<file path="src/rtl/run_ctrl.sv">
// run_ctrl: CPU clock-enable sequencer for the front-panel run controls.
// Produces one-cycle cpu_ce pulses in single-step, free-run (divided) and
// burst modes, with a HALTED state driven by the CPU's HLT indication.
// Optional feature: define RUN_CTRL_BREAK_EN to add a PC breakpoint compare
// (ports pc, bp_addr, bp_en, brk_hit).
//
// state   | meaning
// --------+-----------------------------------------------------------
// IDLE    | waiting for a button rise; single-step pulses issued here
// RUN     | free-run, one pulse every prescale+1 cycles
// BURST   | one pulse per cycle until the loaded count is exhausted
// HALTED  | CPU executed HLT; no pulses until operator release

module run_ctrl #(
  parameter int PRESCALE_W = 8
) (
  input  logic                  clk,
  input  logic                  res,
  input  logic                  btn,
  input  logic [1:0]            mode,
  input  logic [PRESCALE_W-1:0] prescale,
  input  logic [7:0]            burst_len,
  input  logic                  halt_req,
  input  logic                  halt_clr,
  output logic                  cpu_ce,
  output logic                  running,
  output logic                  halted,
  output logic [15:0]           step_count
`ifdef RUN_CTRL_BREAK_EN
  ,
  input  logic [7:0]            pc,
  input  logic [7:0]            bp_addr,
  input  logic                  bp_en,
  output logic                  brk_hit
`endif
);

  typedef enum logic [1:0] {
    ST_IDLE   = 2'd0,
    ST_RUN    = 2'd1,
    ST_BURST  = 2'd2,
    ST_HALTED = 2'd3
  } state_t;

  localparam logic [PRESCALE_W-1:0] PRESC_ONE = PRESCALE_W'(1);

  state_t                r_state;
  logic                  r_cpu_ce;
  logic                  r_running;
  logic                  r_halted;
  logic [15:0]           r_step_count;
  logic [PRESCALE_W-1:0] r_presc_cnt;
  logic [7:0]            r_burst_rem;
  logic                  r_btn_prev;

  logic                  w_rise;
  logic                  w_brk;

  assign w_rise = btn & ~r_btn_prev;

`ifdef RUN_CTRL_BREAK_EN
  // r_first masks the compare for the first pulse after entering RUN/BURST,
  // so restarting from a breakpoint can step past the matching address.
  logic r_first;
  logic r_brk_hit;

  assign w_brk   = bp_en && (pc == bp_addr) && !r_first;
  assign brk_hit = r_brk_hit;
`else
  assign w_brk = 1'b0;
`endif

  assign cpu_ce     = r_cpu_ce;
  assign running    = r_running;
  assign halted     = r_halted;
  assign step_count = r_step_count;

  // Sequencer: state, pulse generation, prescale/burst counters, step counter
  always_ff @(posedge clk) begin
    if (res) begin
      r_state      <= ST_IDLE;
      r_cpu_ce     <= 1'b0;
      r_running    <= 1'b0;
      r_halted     <= 1'b0;
      r_step_count <= 16'd0;
      r_presc_cnt  <= '0;
      r_burst_rem  <= 8'd0;
      r_btn_prev   <= 1'b0;
`ifdef RUN_CTRL_BREAK_EN
      r_first      <= 1'b0;
      r_brk_hit    <= 1'b0;
`endif
    end else begin
      r_btn_prev <= btn;
      r_cpu_ce   <= 1'b0;
      if (r_cpu_ce) begin
        r_step_count <= r_step_count + 16'd1;
      end
`ifdef RUN_CTRL_BREAK_EN
      if (w_rise) begin
        r_brk_hit <= 1'b0;
      end
`endif
      if (r_state == ST_HALTED) begin
        // Release wins even if the CPU still asserts HLT this cycle.
        if (halt_clr) begin
          r_state  <= ST_IDLE;
          r_halted <= 1'b0;
        end
      end else if (halt_req) begin
        // Halt pre-empts any pulse that would have been issued on this edge.
        r_state   <= ST_HALTED;
        r_halted  <= 1'b1;
        r_running <= 1'b0;
      end else begin
        case (r_state)
          ST_IDLE: begin
            if (w_rise) begin
              case (mode)
                2'b01: r_cpu_ce <= 1'b1;
                2'b10: begin
                  r_state     <= ST_RUN;
                  r_running   <= 1'b1;
                  r_presc_cnt <= prescale;
`ifdef RUN_CTRL_BREAK_EN
                  r_first     <= 1'b1;
`endif
                end
                2'b11: begin
                  if (burst_len != 8'd0) begin
                    r_state     <= ST_BURST;
                    r_running   <= 1'b1;
                    r_burst_rem <= burst_len;
`ifdef RUN_CTRL_BREAK_EN
                    r_first     <= 1'b1;
`endif
                  end
                end
                default: ;
              endcase
            end
          end

          ST_RUN: begin
            if (w_rise || (mode != 2'b10)) begin
              r_state   <= ST_IDLE;
              r_running <= 1'b0;
            end else if (r_presc_cnt == '0) begin
              if (w_brk) begin
                r_state   <= ST_IDLE;
                r_running <= 1'b0;
`ifdef RUN_CTRL_BREAK_EN
                r_brk_hit <= 1'b1;
`endif
              end else begin
                r_cpu_ce    <= 1'b1;
                r_presc_cnt <= prescale;
`ifdef RUN_CTRL_BREAK_EN
                r_first     <= 1'b0;
`endif
              end
            end else begin
              r_presc_cnt <= r_presc_cnt - PRESC_ONE;
            end
          end

          ST_BURST: begin
            if (mode != 2'b11) begin
              r_state   <= ST_IDLE;
              r_running <= 1'b0;
            end else if (w_brk) begin
              r_state   <= ST_IDLE;
              r_running <= 1'b0;
`ifdef RUN_CTRL_BREAK_EN
              r_brk_hit <= 1'b1;
`endif
            end else begin
              r_cpu_ce    <= 1'b1;
              r_burst_rem <= r_burst_rem - 8'd1;
`ifdef RUN_CTRL_BREAK_EN
              r_first     <= 1'b0;
`endif
              // The edge issuing the last pulse also leaves BURST.
              if (r_burst_rem == 8'd1) begin
                r_state   <= ST_IDLE;
                r_running <= 1'b0;
              end
            end
          end

          default: r_state <= ST_IDLE;
        endcase
      end
    end
  end

endmodule

</file>
<file path="config.mk">
export PLATFORM = sky130hd
export DESIGN_NAME = run_ctrl
export DESIGN_NICKNAME = d
export VERILOG_FILES = /design/src/rtl/run_ctrl.sv
export SDC_FILE = /design/constraint.sdc
export NUM_CORES = 1
export LEC_CHECK = 0
export ABC_CLOCK_PERIOD_IN_PS = 3420
export CAP_MARGIN = 25
export CORE_MARGIN = 5
export CORE_UTILIZATION = 51
export DETAILED_ROUTE_END_ITERATION = 16
export HOLD_SLACK_MARGIN = 0.08
export PLACE_DENSITY = 0.84
export SKIP_LAST_GASP = 1
export SLEW_MARGIN = 40
export SYNTH_ARGS = -nofsm -noshare
export SYNTH_HDL_FRONTEND = slang
export SYNTH_SLANG_ARGS = --single-unit
</file>
<file path="constraint.sdc">
create_clock -name clk -period 3.42 [get_ports clk]
set_input_delay 0.684 -clock clk [delete_from_list [all_inputs] [get_ports clk]]
set_output_delay 0.684 -clock clk [all_outputs]
set_load 0.02 [all_outputs]
</file>
==> qor.txt <==
run status = finished, final reports clean
Post-CTS Setup Bufs = 0
hpwl dp = 3913 um
final setup fails = 0
Bufs on Longest Clock Path = 2
Pre-antenna DRT Iters = 4
Worst Path Buf+Inv = 1
clk sink count = 38
GRT Total Usage = 18.92%
WL per Instance = 14.78 um
crit path max-delay cell type = clkdlybuf4s50_1
P&R area growth vs syn = 24.30%
diode count = 0
I/O pin count = 42
first-pass GRT wire length = 9335 um
aggregate routed wire length = 5440 um
GRT overflow = 0
gpl congestion = 0.8638
TritonCTS clock tree = built
area of the mapped netlist = 2286 um^2
Slew Viols, Final = 0
IO Port Bufs = 41
critical path's top delay family = simple AND/OR/NAND/NOR gates
vias in the first global route = 2,077
Lkg Pwr = 0.001024 uW
critical path type = in -> reg
Post-Syn Instances = 276
Slew @ Worst Pin = 711.9 ps
worst rel slew slack = 52.54%
synth unique cells = 58
worst IR drop on VDD = 0.1705 mV
Fill cells = 379
synthesis-stage register bit count = 38
vias post-DR = 2,132
H-tree depth = 2
post-layout min period = 2286 ps
CP arrival = 2500 ps
clock transition at the registers of the reported paths = 70 ps
post-synthesis sequential area ratio = 33.28%
Hold-fix buffers, CTS = 0
MaxCap Viol Count = 0
yosys warns = 0
DRT antenna net count = 0
via/cell ratio = 5.793
antenna violations before repair = 0
Syn Nets = 308
largest net degree at the start of global routing = 34
pwr/cell area = 380.8 nW/um^2
DIE AREA = 5921 um^2
drt initial violations = 141
Highest Clock Rate = 437.5 MHz
syn_area_per_cell = 8.282 um^2
total CTS buffers = 5
top_reg_cell synth = dfxtp_1
Hold Fails Final Rpt = 0
# nets final = 348
worst path cell trace = clkdlybuf4s50_1 > or3b_4 > or2_4 > a21oi_4 > a21oi_2 > a311oi_2
final core occ = 65.26%
Clk Latency, worst-skew pair = 300 ps
final setup TNS = 0 ps
Die H = 76.95 um
Starting Density = 52.50%
CTS resizes = 0
fraction of layout cells with a size suffix above 1 = 9.494%
FFs w/ async S/R, synth = 0%
final worst path period share = 66.83%
Root Driver = clkbuf_8
drc violations = 0
Worst Hold Class = reg -> reg
critical path launch point type = input pin
row cnt = 24
worst endpoint required time = 3640 ps
kind of end point of the critical path = flip-flop
post-route cell area = 2841 um^2
RSZ-0062 raised after global routing = no
clock skew = 2.229 ps
Post-DP Area = 2723 um^2
Die X = 76.95 um
CP peak stage delay = 590 ps
Crit Path Max Fanout = 9
EDFF count, synth = 0
Placeable Area = 4354 um^2
==> per-stage QoR <==
stage          instances  setup slack (ps)  hold slack, ps  total power (uW)
2_1_floorplan        276              1458           459.5             625.9
3_3_place_gp         361             866.8           479.7             686.2
5_1_grt              368              1017           529.7              1129
6_report             368              1134           504.4              1082
3_5_place_dp         361             806.1           486.9             691.2
4_1_cts              368              1132           496.5              1088
==> layout make-up <==
cell class / instances / area (um^2) / area share (%)
multi-input cells: 212 / 1421 / 50.02
flip-flops and latches: 38 / 760.7 / 26.77
repair buffers: 42 / 417.9 / 14.71
clock buffers: 6 / 82.58 / 2.906
well taps: 52 / 65.06 / 2.290
inverters: 17 / 63.81 / 2.246
clock inverters: 1 / 30.03 / 1.057
==> where the power goes <==
part / leakage, uW / switching [uW] / internal, uW / total (uW)
sequential: 0.000308 / 13.2 / 455 / 468
combinational: 0.000660 / 119 / 99.8 / 218
clock: 0.0000573 / 162 / 233 / 396
==> synthesized netlist by cell type, types with 4 or more instances <==
| cell type | instances | share of area (%) |
|---|---|---|
| nand3_1 | 7 | 1.5 |
| nor2_1 | 31 | 5.1 |
| mux2i_1 | 6 | 2.6 |
| xor2_1 | 7 | 2.7 |
| nor4_1 | 4 | 1.1 |
| o21ai_0 | 15 | 3.3 |
| a21oi_1 | 21 | 4.6 |
| nand2b_1 | 5 | 1.4 |
| o32ai_1 | 5 | 1.9 |
| or3_1 | 4 | 1.1 |
| nand2_1 | 19 | 3.1 |
| ha_1 | 9 | 4.9 |
| and3_1 | 6 | 1.6 |
| nor2b_1 | 9 | 2.5 |
| dfxtp_1 | 38 | 33 |
| xnor2_1 | 7 | 2.7 |
| inv_1 | 17 | 2.8 |
| nand4_1 | 7 | 1.9 |
==> kinds of logic (layout without fill, tap and decap cells) <==
group                      after synthesis  in the layout  synth area share, %
and+or+nand+nor                        117            117                28.46
AOI/OAI and AO/OA                       64             64                19.54
DFF                                     38             38                33.28
buffers and inverters                   26             66                4.816
xor gates and xnor gates                14             14                5.364
adders and majority gates                9              9                4.926
muxes                                    8              8                3.613
==> path summary, 6_finish.rpt <==
path	start	to	slack, ps	cells past startpoint
min reg2reg	r_burst_rem[7]	r_burst_rem[7]	500	2
max	mode[1]	r_burst_rem[0]	1130	6
min	r_burst_rem[7]	r_burst_rem[7]	500	2
max reg2reg	r_state[0]	r_presc_cnt[1]	1240	7
==> placed cells by master, fill, tap and decap left out, drive strengths merged, types with 2 or more instances in the layout <==
cell type	instances
a211oi	3
a21boi	3
a21oi	23
a31oi	3
a32oi	2
and2	2
and3	7
and4	3
clkbuf	6
clkdlybuf4s50	41
dfxtp	38
ha	9
inv	17
mux2	2
mux2i	6
nand2	19
nand2b	5
nand3	7
nand4	7
nor2	31
nor2b	9
nor3	4
nor3b	3
nor4	4
o21ai	15
o31a	2
o32ai	6
or2	2
or2b	2
or3	4
or4	2
xnor2	7
xor2	7
==> registers in the layout, summed over array words and instances, names as in the netlist <==
name / count
r_state: 2
cpu_ce: 1
running: 1
r_btn_prev: 1
r_burst_rem: 8
step_count: 16
r_presc_cnt: 8
halted: 1
==> worst min-delay path, delay by kind of cell (launching register included) <==
family	cells	cell delay [ps]
flops	1	330
compound gates	2	130
==> layer usage <==
| metal | vias up | GRT usage, % | share of wire [%] |
|---|---|---|---|
| met4 | 0 | 7.343 | 1.6 |
| met3 | 11 | 4.918 | 5.9 |
| met1 | 1014 | 21.97 | 43 |
| met2 | 46 | 32.85 | 49 |
| met5 | - | 0 | 0 |
| li1 | 1061 | - | - |
No activity file was read; power rests on OpenSTA's default activity.
